[config.mk]
export PLATFORM = sky130hd
export DESIGN_NAME = edge_stream_ctrl
export DESIGN_NICKNAME = d
export VERILOG_FILES = /design/src/rtl/edge_pkg.sv /design/src/rtl/edge_pos_counter.sv /design/src/rtl/edge_stream_ctrl.sv
export SDC_FILE = /design/constraint.sdc
export NUM_CORES = 1
export LEC_CHECK = 0
export ABC_AREA = 1
export CAP_MARGIN = 5
export CORE_MARGIN = 5
export CORE_UTILIZATION = 59
export DETAILED_ROUTE_END_ITERATION = 12
export PLACE_DENSITY_LB_ADDON = 0.25
export SYNTH_ARGS = -nofsm -noshare
export SYNTH_HDL_FRONTEND = slang
export SYNTH_SLANG_ARGS = --single-unit
export TNS_END_PERCENT = 100
[constraint.sdc]
create_clock -name Clk -period 2.6 [get_ports Clk]
set_input_delay 0.52 -clock Clk [delete_from_list [all_inputs] [get_ports Clk]]
set_output_delay 0.52 -clock Clk [all_outputs]
set_load 0.05 [all_outputs]
[src/rtl/edge_pkg.sv]
// rtl/edge_pkg.sv - shared state type, pixel width and latency default for edge_stream_ctrl
package edge_pkg;

  localparam int PIXEL_W = 8;

  typedef enum logic [1:0] {IDLE, RUN, FLUSH, DRAIN} state_t;

  // Pixel-in to result advances of the 3x3 filter: two line buffers plus pipeline.
  function automatic int edge_latency(input int width);
    return 2 * width + 13;
  endfunction

endpackage

[src/rtl/edge_pos_counter.sv]
// rtl/edge_pos_counter.sv - x/y position of accepted results with frame markers
// BORDER_ZERO_EN: when defined, border flags results whose window overlaps a line wrap or previous frame.
module edge_pos_counter #(
  parameter int WIDTH  = 1000,
  parameter int HEIGHT = 750
) (
  input  logic Clk,
  input  logic nReset,
  input  logic clr,
  input  logic adv,
  output logic sof,
  output logic eol,
  output logic last,
  output logic border
);

  localparam int XW = $clog2(WIDTH);
  localparam int YW = $clog2(HEIGHT);
  localparam logic [XW-1:0] X_LAST = XW'(WIDTH - 1);
  localparam logic [YW-1:0] Y_LAST = YW'(HEIGHT - 1);

  logic [XW-1:0] out_x;
  logic [YW-1:0] out_y;
  logic          x_last;
  logic          y_last;

  assign x_last = (out_x == X_LAST);
  assign y_last = (out_y == Y_LAST);

  always_ff @(posedge Clk or negedge nReset) begin
    if (!nReset) begin
      out_x <= '0;
      out_y <= '0;
    end else if (clr) begin
      out_x <= '0;
      out_y <= '0;
    end else if (adv) begin
      if (x_last) begin
        out_x <= '0;
        out_y <= y_last ? '0 : out_y + 1'b1;
      end else begin
        out_x <= out_x + 1'b1;
      end
    end
  end

  assign sof  = (out_x == '0) && (out_y == '0);
  assign eol  = x_last;
  assign last = x_last && y_last;

`ifdef BORDER_ZERO_EN
  assign border = (out_x < XW'(2)) || (out_y < YW'(2));
`else
  assign border = 1'b0;
`endif

endmodule

[src/rtl/edge_stream_ctrl.sv]
// rtl/edge_stream_ctrl.sv - frame sequencer for the 3x3 edge filter: feed, zero-flush, drain with backpressure
// BORDER_ZERO_EN: when defined, results with x<2 or y<2 are forced to zero.
module edge_stream_ctrl
  import edge_pkg::*;
#(
  parameter int WIDTH   = 1000,
  parameter int HEIGHT  = 750,
  parameter int LATENCY = edge_latency(WIDTH)
) (
  input  logic               Clk,
  input  logic               nReset,
  input  logic               start,
  input  logic               abort,
  input  logic               in_valid,
  output logic               in_ready,
  input  logic [PIXEL_W-1:0] in_pixel,
  output logic               filt_en,
  output logic [PIXEL_W-1:0] filt_pixel_in,
  input  logic [PIXEL_W-1:0] filt_pixel_out,
  output logic               out_valid,
  input  logic               out_ready,
  output logic [PIXEL_W-1:0] out_pixel,
  output logic               out_sof,
  output logic               out_eol,
  output logic               busy,
  output logic               frame_done
);

  localparam int N  = WIDTH * HEIGHT;
  localparam int IW = $clog2(N + 1);
  localparam int FW = $clog2(LATENCY + 1);
  localparam int AW = $clog2(N + LATENCY + 1);

  localparam logic [IW-1:0] N_CNT  = IW'(N);
  localparam logic [IW-1:0] N_LAST = IW'(N - 1);
  localparam logic [FW-1:0] F_LAST = FW'(LATENCY - 1);
  localparam logic [AW-1:0] LAT_A  = AW'(LATENCY);

  state_t        state;
  state_t        state_nx;
  logic [IW-1:0] in_cnt;
  logic [FW-1:0] flush_cnt;
  logic [AW-1:0] adv_cnt;
  logic          slot_free;
  logic          accept;
  logic          frame_start;
  logic          pos_sof;
  logic          pos_eol;
  logic          pos_last;
  logic          pos_border;

  assign slot_free   = !out_valid || out_ready;
  assign accept      = out_valid && out_ready;
  assign frame_start = (state == IDLE) && start && !abort;

  // Phase changes are taken on the edge of the final advance of each phase, so the
  // only result still pending on entry to DRAIN is the last one.
  always_comb begin
    state_nx      = state;
    in_ready      = 1'b0;
    filt_en       = 1'b0;
    filt_pixel_in = '0;
    frame_done    = 1'b0;
    unique case (state)
      IDLE: begin
        if (start) state_nx = RUN;
      end
      RUN: begin
        in_ready      = slot_free && (in_cnt < N_CNT);
        filt_en       = in_valid && in_ready;
        filt_pixel_in = in_pixel;
        if (filt_en && (in_cnt == N_LAST)) state_nx = FLUSH;
      end
      FLUSH: begin
        filt_en = slot_free;
        if (filt_en && (flush_cnt == F_LAST)) state_nx = DRAIN;
      end
      DRAIN: begin
        if (accept && pos_last) begin
          frame_done = 1'b1;
          state_nx   = IDLE;
        end
      end
      default: state_nx = IDLE;
    endcase
    if (abort) begin
      state_nx   = IDLE;
      in_ready   = 1'b0;
      filt_en    = 1'b0;
      frame_done = 1'b0;
    end
  end

  always_ff @(posedge Clk or negedge nReset) begin
    if (!nReset) begin
      state     <= IDLE;
      in_cnt    <= '0;
      flush_cnt <= '0;
      adv_cnt   <= '0;
      out_valid <= 1'b0;
    end else begin
      state <= state_nx;
      if (abort || frame_start) begin
        in_cnt    <= '0;
        flush_cnt <= '0;
        adv_cnt   <= '0;
        out_valid <= 1'b0;
      end else begin
        if (filt_en) adv_cnt <= adv_cnt + 1'b1;
        if (filt_en && (state == RUN)) in_cnt <= in_cnt + 1'b1;
        if (filt_en && (state == FLUSH)) flush_cnt <= flush_cnt + 1'b1;
        // The filter output becomes meaningful once its pipeline has been filled.
        if (filt_en && (adv_cnt >= LAT_A)) out_valid <= 1'b1;
        else if (out_ready) out_valid <= 1'b0;
      end
    end
  end

  edge_pos_counter #(
    .WIDTH (WIDTH),
    .HEIGHT(HEIGHT)
  ) u_pos (
    .Clk   (Clk),
    .nReset(nReset),
    .clr   (abort || frame_start),
    .adv   (accept),
    .sof   (pos_sof),
    .eol   (pos_eol),
    .last  (pos_last),
    .border(pos_border)
  );

  assign out_pixel = (out_valid && !pos_border) ? filt_pixel_out : '0;
  assign out_sof   = out_valid && pos_sof;
  assign out_eol   = out_valid && pos_eol;
  assign busy      = (state != IDLE);

endmodule

# Word level (Yosys, flattened, before mapping)
# Cells that the tools add are included.
# totals
in_bits	22
out_inout_bits	23
regBits	74
word_cells	87
# op_classes
n_eq_ne	11
addsub	5
n_reduce_logical	31
mux	31
order_cmp	2
# op_table
cell	count
$mux W20	4
$mux W10	7
$add A20 B1 Y20 const B	2
$mux W11	2
$add A10 B1 Y10 const B	2
$eq A10 B10 Y1 const B	2
$eq A20 B20 Y1 const B	1
$ge A20 B11 Y1 const B	1
$logic_not A10 Y1	2
$lt A20 B20 Y1 const B	1
$mux W8	2
$logic_and A1 B1 Y1	15
$ne A3 B3 Y1 const B	4
$reduce_bool A2 Y1	6
$add A11 B1 Y11 const B	1
$eq A11 B11 Y1 const B	1
$mux W2	5
$mux W1	9
$pmux W2 S4	1
$eq A2 B2 Y1 const B	2
$reduce_and A4 Y1	1
$reduce_bool A3 Y1	1
$eq A2 B1 Y1 const B	1
$logic_not A1 Y1	2
other kinds (4)	5

# Logic depth before layout (Yosys ltp)
# logic_depth
word_depth	9
mapped_depth	12
depth_no_buf	11

# By module
# A second synthesis with hierarchy kept.
# hier_totals
cells_unflattened	802
area_unflattened_um2	5383.9
# by_module_without_submodules
module	cells_per_inst	instances	area_per_inst_um2
edge_stream_ctrl	610	1	4055.1
edge_pos_counter	192	1	1328.8

# Worst setup path before layout
# Ideal clock, no wire load.
# synth_path
kind	register -> output
start	register out_valid
end	output out_sof
slack_ps	-419
t_arrival_ps	2499
path_stages_with_launch	4
required_time_ps	2080
path_cell_list	dfrtp_1 > buf_4 > nand3_1 > nor4_1
# synth_via
elab_chain_len	1
# synth_lines
element	line	text
from (decl)	edge_stream_ctrl.sv:20	output logic out_valid,
from (signal assigned)	edge_stream_ctrl.sv:100	out_valid <= 1'b0;
from (signal assigned)	edge_stream_ctrl.sv:107	out_valid <= 1'b0;
from (signal assigned)	edge_stream_ctrl.sv:113	if (filt_en && (adv_cnt >= LAT_A)) out_valid <= 1'b1;
$logic_and A1 B1 Y1	edge_stream_ctrl.sv:134	assign out_sof = out_valid && pos_sof;
to (decl)	edge_stream_ctrl.sv:23	output logic out_sof,
# Every way passes these cells.

# Final worst setup path
# layout_path
start	register state[0]
end	output busy
# layout_via
elab_chain_len	1
# layout_lines
element	line	text
from (decl)	edge_stream_ctrl.sv:39	state_t state;
from (signal assigned)	edge_stream_ctrl.sv:102	state <= state_nx;
$reduce_bool A2 Y1	edge_stream_ctrl.sv:136	assign busy = (state != IDLE);
to (decl)	edge_stream_ctrl.sv:25	output logic busy,
# Every way passes these cells.

==> results <==
- The cell with the biggest individual delay on the critical path is sky130_fd_sc_hd__clkdlybuf4s50_1.
- The total power after layout is 3.32 mW.
- The post-placement cell count is 887.
- By area the synthesized netlist is led by sky130_fd_sc_hd__dfrtp_1, sky130_fd_sc_hd__nand2_1, sky130_fd_sc_hd__nor2_1, sky130_fd_sc_hd__nand3_1, sky130_fd_sc_hd__inv_1.
- The sum of overflow across all layers after global routing is 0.
- The area of the multi-input gates is 2890 um^2.
- Leaving out fill and tap cells, the most frequent cell in the layout is sky130_fd_sc_hd__nand2_1.
- The cell type group with the largest total delay on the critical path is buffers and inverters.
- In this run the deepest clock path goes through 2 buffers.
- Counting cells, the worst reg-to-reg path comes to 11.
- The total of fill cells in the finished design is 728.
- The number of vias in the routed layout is 4922.
- At the pin with the least slew margin, the transition time is 0.540 ns.
- The number of hold violations in the final report is 0.
- The clock period could shrink to 2.52 ns.
- In this run, the number of DRC markers left after iteration 0 of detailed routing was 372.
- Clock-pin slew was measured on the worst setup and hold paths at 0.09 ns.
- In this run the mean area of a mapped cell was 7.00 um^2.
- The minimum setup slack among reg-to-reg paths is 0.48 ns.
- In the layout the commonest cells are sky130_fd_sc_hd__nand2_1, sky130_fd_sc_hd__nor2_1, sky130_fd_sc_hd__inv_1.
- The via-per-instance ratio is 5.44.
- The number of top-level design ports is 45.
- The worst setup path is captured at an output pin.
- Cells with a size suffix above 1 make up 11.7% of the layout.
- The max-capacitance violation count is 0.
- The area added between synthesis and finish is 14.5%.
- The CTS tree is built.
- Static timing analysis puts the maximum clock frequency at 397 MHz.
- The final estimated routing congestion in global placement is 0.969.
- The worst register-to-register path ends at u_pos.out_y[8].
- The worst setup path category is reg -> out.
- The number of clock buffers added by TritonCTS is 9.
- The floorplan step defined a core boundary enclosing 8680 um^2.
- Counting buffers and inverters, the worst setup path is 4 cells deep.
- The length of the first detailed-routing pass in iterations is 5.
- The critical path contains buffers and inverters numbering 3 combined.
- The die covers 10800 um^2.
- The count of nets left with antenna violations once routing finished came out at 0.
- The count of unresolved DRC violations after routing is 0.
- STA classifies the critical path startpoint as a register.
- In this run the tool buffered the top-level ports with 44 buffer cells.
- In the final routed layout, each cell accounts on average for 13.8 um.
- The portion of the clock cycle consumed by the worst path in the final layout is 97.0%.
- Leaving out filler cells and counting taps, the final layout contains 904.
- The initial antenna violation count is 0.
- Synthesis produced a netlist whose cell count is 744.
- For this run, the slowest stage of the critical path takes 0.80 ns.
- The final count of negative-setup-slack endpoints is 0.
- Counting flops and latches in the post-synthesis netlist gives 74.
- After synthesis the cells add up to 5210 um^2.
- The H-tree depth is 3.
- The number of pins exceeding their max-slew limit in the final report is 0.
- At the end of the flow, the number of nets in the layout was 829.
- The portion of the post-synthesis area used by sequential elements is 35.6%.
- The startpoint identified for the worst register-to-register timing path is state[0].
- The data required time of the worst path is 2.08 ns.
- For this block, the routed nets add up to 12500 um of wire.
- The peak supply drop is 0.391 mV.
- CTS placed an instance of sky130_fd_sc_hd__clkbuf_8 at the clock tree root.
- The top cell type by area accounts for 35.6% of the synthesized area.
- At the later pin of the worst-skew pair, clock insertion delay measures 0.36 ns.
- The biggest area consumer among synthesized cells is sky130_fd_sc_hd__dfrtp_1.
- The critical path starts at state[0].
- The largest net degree at the start of global routing is 42.
- The global-route usage over all layers is 23.6%.
- The clock drives 74 sinks.
- The count of synthesis-stage warnings from yosys is 0.
- The via count of the first global-routing pass came to 4794.
- For this configuration, the core starts out at a cell density of 60.0%.
- The die extent in x is 104 um.
- The antenna cell count is 0.
- The final worst clock skew is 0.0172 ns.
- The arrival time reported for the critical path endpoint is 2.00 ns.
- The placed wire-length estimate after detailed placement is 9080 um.
- The die is 104 um tall.
- The cell row count is 34.
- Along the worst path, the maximum fanout reaches 4.
- The wire length of the first global-routing pass is 21800 um.
- Summing all flip-flop and latch instances after layout gives 1850 um^2.
- Synthesis instantiated 36 different standard cells from the library.
- Walking the worst path, the cells encountered are inv_1 > ha_1 > inv_2 > clkdlybuf4s50_1.
- Measured against its own limit, the worst slew margin works out to 64.0%.
- The worst hold path belongs to the class in -> async.
- The total nets after synthesis is 782.
- In this run the worst setup path terminates at busy.
- The areal power density over the cells is 556 nW/um^2.
- The run finished with clean final reports.
- The leakage power of the design is 2.80 nW.
layout make-up:
cell class / instances / share of cell area (%)
clock buffers: 9 / 2.08
clock inverters: 7 / 1.43
inverters: 91 / 5.73
flip-flops and latches: 74 / 31.1
well taps: 108 / 2.27
multi-input cells: 556 / 48.4
repair buffers: 59 / 8.98
repair_timing:
item	in CTS	in global routing
buffers inserted	0	1
resized for setup	0	3
endpoints found under the setup margin	0	2
hold buffers	0	0
synth_stat cells:
master and number:
sky130_fd_sc_hd__buf_6 1, sky130_fd_sc_hd__nor4_1 4, sky130_fd_sc_hd__nand3_2 2, sky130_fd_sc_hd__nor2_4 2
sky130_fd_sc_hd__nor2_2 1, sky130_fd_sc_hd__buf_2 6, sky130_fd_sc_hd__buf_4 6, sky130_fd_sc_hd__inv_1 87
sky130_fd_sc_hd__a31oi_1 1, sky130_fd_sc_hd__nor3_2 1, sky130_fd_sc_hd__buf_8 2, sky130_fd_sc_hd__nand4_1 16
sky130_fd_sc_hd__nor2_1 111, sky130_fd_sc_hd__o21ai_0 12, sky130_fd_sc_hd__nand2_2 7, sky130_fd_sc_hd__or2_2 1
sky130_fd_sc_hd__a211oi_1 1, sky130_fd_sc_hd__o22ai_1 1, sky130_fd_sc_hd__o2111ai_1 1, sky130_fd_sc_hd__inv_2 4
sky130_fd_sc_hd__dfrtp_1 74, sky130_fd_sc_hd__o21ai_2 14, sky130_fd_sc_hd__xnor2_1 9, sky130_fd_sc_hd__buf_1 4
sky130_fd_sc_hd__nand2_4 1, sky130_fd_sc_hd__xor2_1 37, sky130_fd_sc_hd__or4_1 1, sky130_fd_sc_hd__nor3b_1 2
sky130_fd_sc_hd__nand2_1 197, sky130_fd_sc_hd__ha_1 16, sky130_fd_sc_hd__clkbuf_1 4, sky130_fd_sc_hd__a21oi_1 9
sky130_fd_sc_hd__nand3_1 82, sky130_fd_sc_hd__nor3_1 24, sky130_fd_sc_hd__nand4_2 1, sky130_fd_sc_hd__nand2_8 2
logic make-up after synthesis:
logic type / Yosys count / synth area share (%)
flops: 74 / 35.6
buf+inv: 114 / 9.37
xor+xnor: 46 / 7.74
compound gates: 39 / 4.93
simple gates: 455 / 38.5
fa+ha+maj: 16 / 3.85
worst min-delay path by stage:
stage,from,endpoint,slack [ns],cells after the start
final,nReset,in_cnt[8],0.13,1
after floorplan,nReset,adv_cnt[0],0.22,0
after detailed placement,nReset,in_cnt[8],0.55,1
after global routing,nReset,in_cnt[8],0.18,1
after CTS,nReset,in_cnt[8],0.15,1
after global placement,flush_cnt[10],flush_cnt[10],0.53,2
flip-flops by register name, summed over array words and instances (netlist names):
name	count
adv_cnt	20
flush_cnt	11
in_cnt	20
out_valid	1
state	2
u_pos.out_x	10
u_pos.out_y	10
metrics by stage:
step | area, um^2 | util, % | setup TNS [ns] | worst slack [ns] | hold WS (ns)
6_report | 5960 | 68.7 | 0 | 0.0787 | 0.131
5_1_grt | 5960 | 68.7 | -0.0248 | -0.0248 | 0.181
4_1_cts | 5950 | 68.5 | 0 | 0.00791 | 0.150
3_5_place_dp | 5740 | 66.1 | 0 | 0.0664 | 0.545
3_3_place_gp | 5740 | 66.1 | 0 | 0.119 | 0.533
2_1_floorplan | 5210 | - | 0 | 0.145 | 0.224
worst register-to-register path: stages (launching register included):
cell and delay, ns:
sky130_fd_sc_hd__dfrtp_1 0.43, sky130_fd_sc_hd__inv_1 0.13, sky130_fd_sc_hd__ha_1 0.21, sky130_fd_sc_hd__inv_2 0.07
sky130_fd_sc_hd__o21ai_4 0.24, sky130_fd_sc_hd__inv_1 0.13, sky130_fd_sc_hd__nand2_1 0.12, sky130_fd_sc_hd__nand2_2 0.14
sky130_fd_sc_hd__nor2_1 0.32, sky130_fd_sc_hd__inv_1 0.10, sky130_fd_sc_hd__o21ai_0 0.09, sky130_fd_sc_hd__a21oi_1 0.05
metal layers:
| layer | track usage, % | wire length, um | part of all wire [%] | up-vias |
|---|---|---|---|---|
| met2 | 38.6 | 5910 | 47 | 164 |
| li1 | - | - | - | 2444 |
| met4 | 6.75 | 175 | 1.4 | 0 |
| met5 | 0 | 0 | 0 | - |
| met1 | 32.1 | 5660 | 45 | 2299 |
| met3 | 4.16 | 743 | 5.9 | 15 |
power by group:
group | internal, mW | switching (mW) | total [mW]
registers | 1.19 | 0.0541 | 1.24
logic | 0.324 | 0.780 | 1.10
clock network | 0.464 | 0.504 | 0.968
Note: power is estimated with default switching activity, not from simulation.
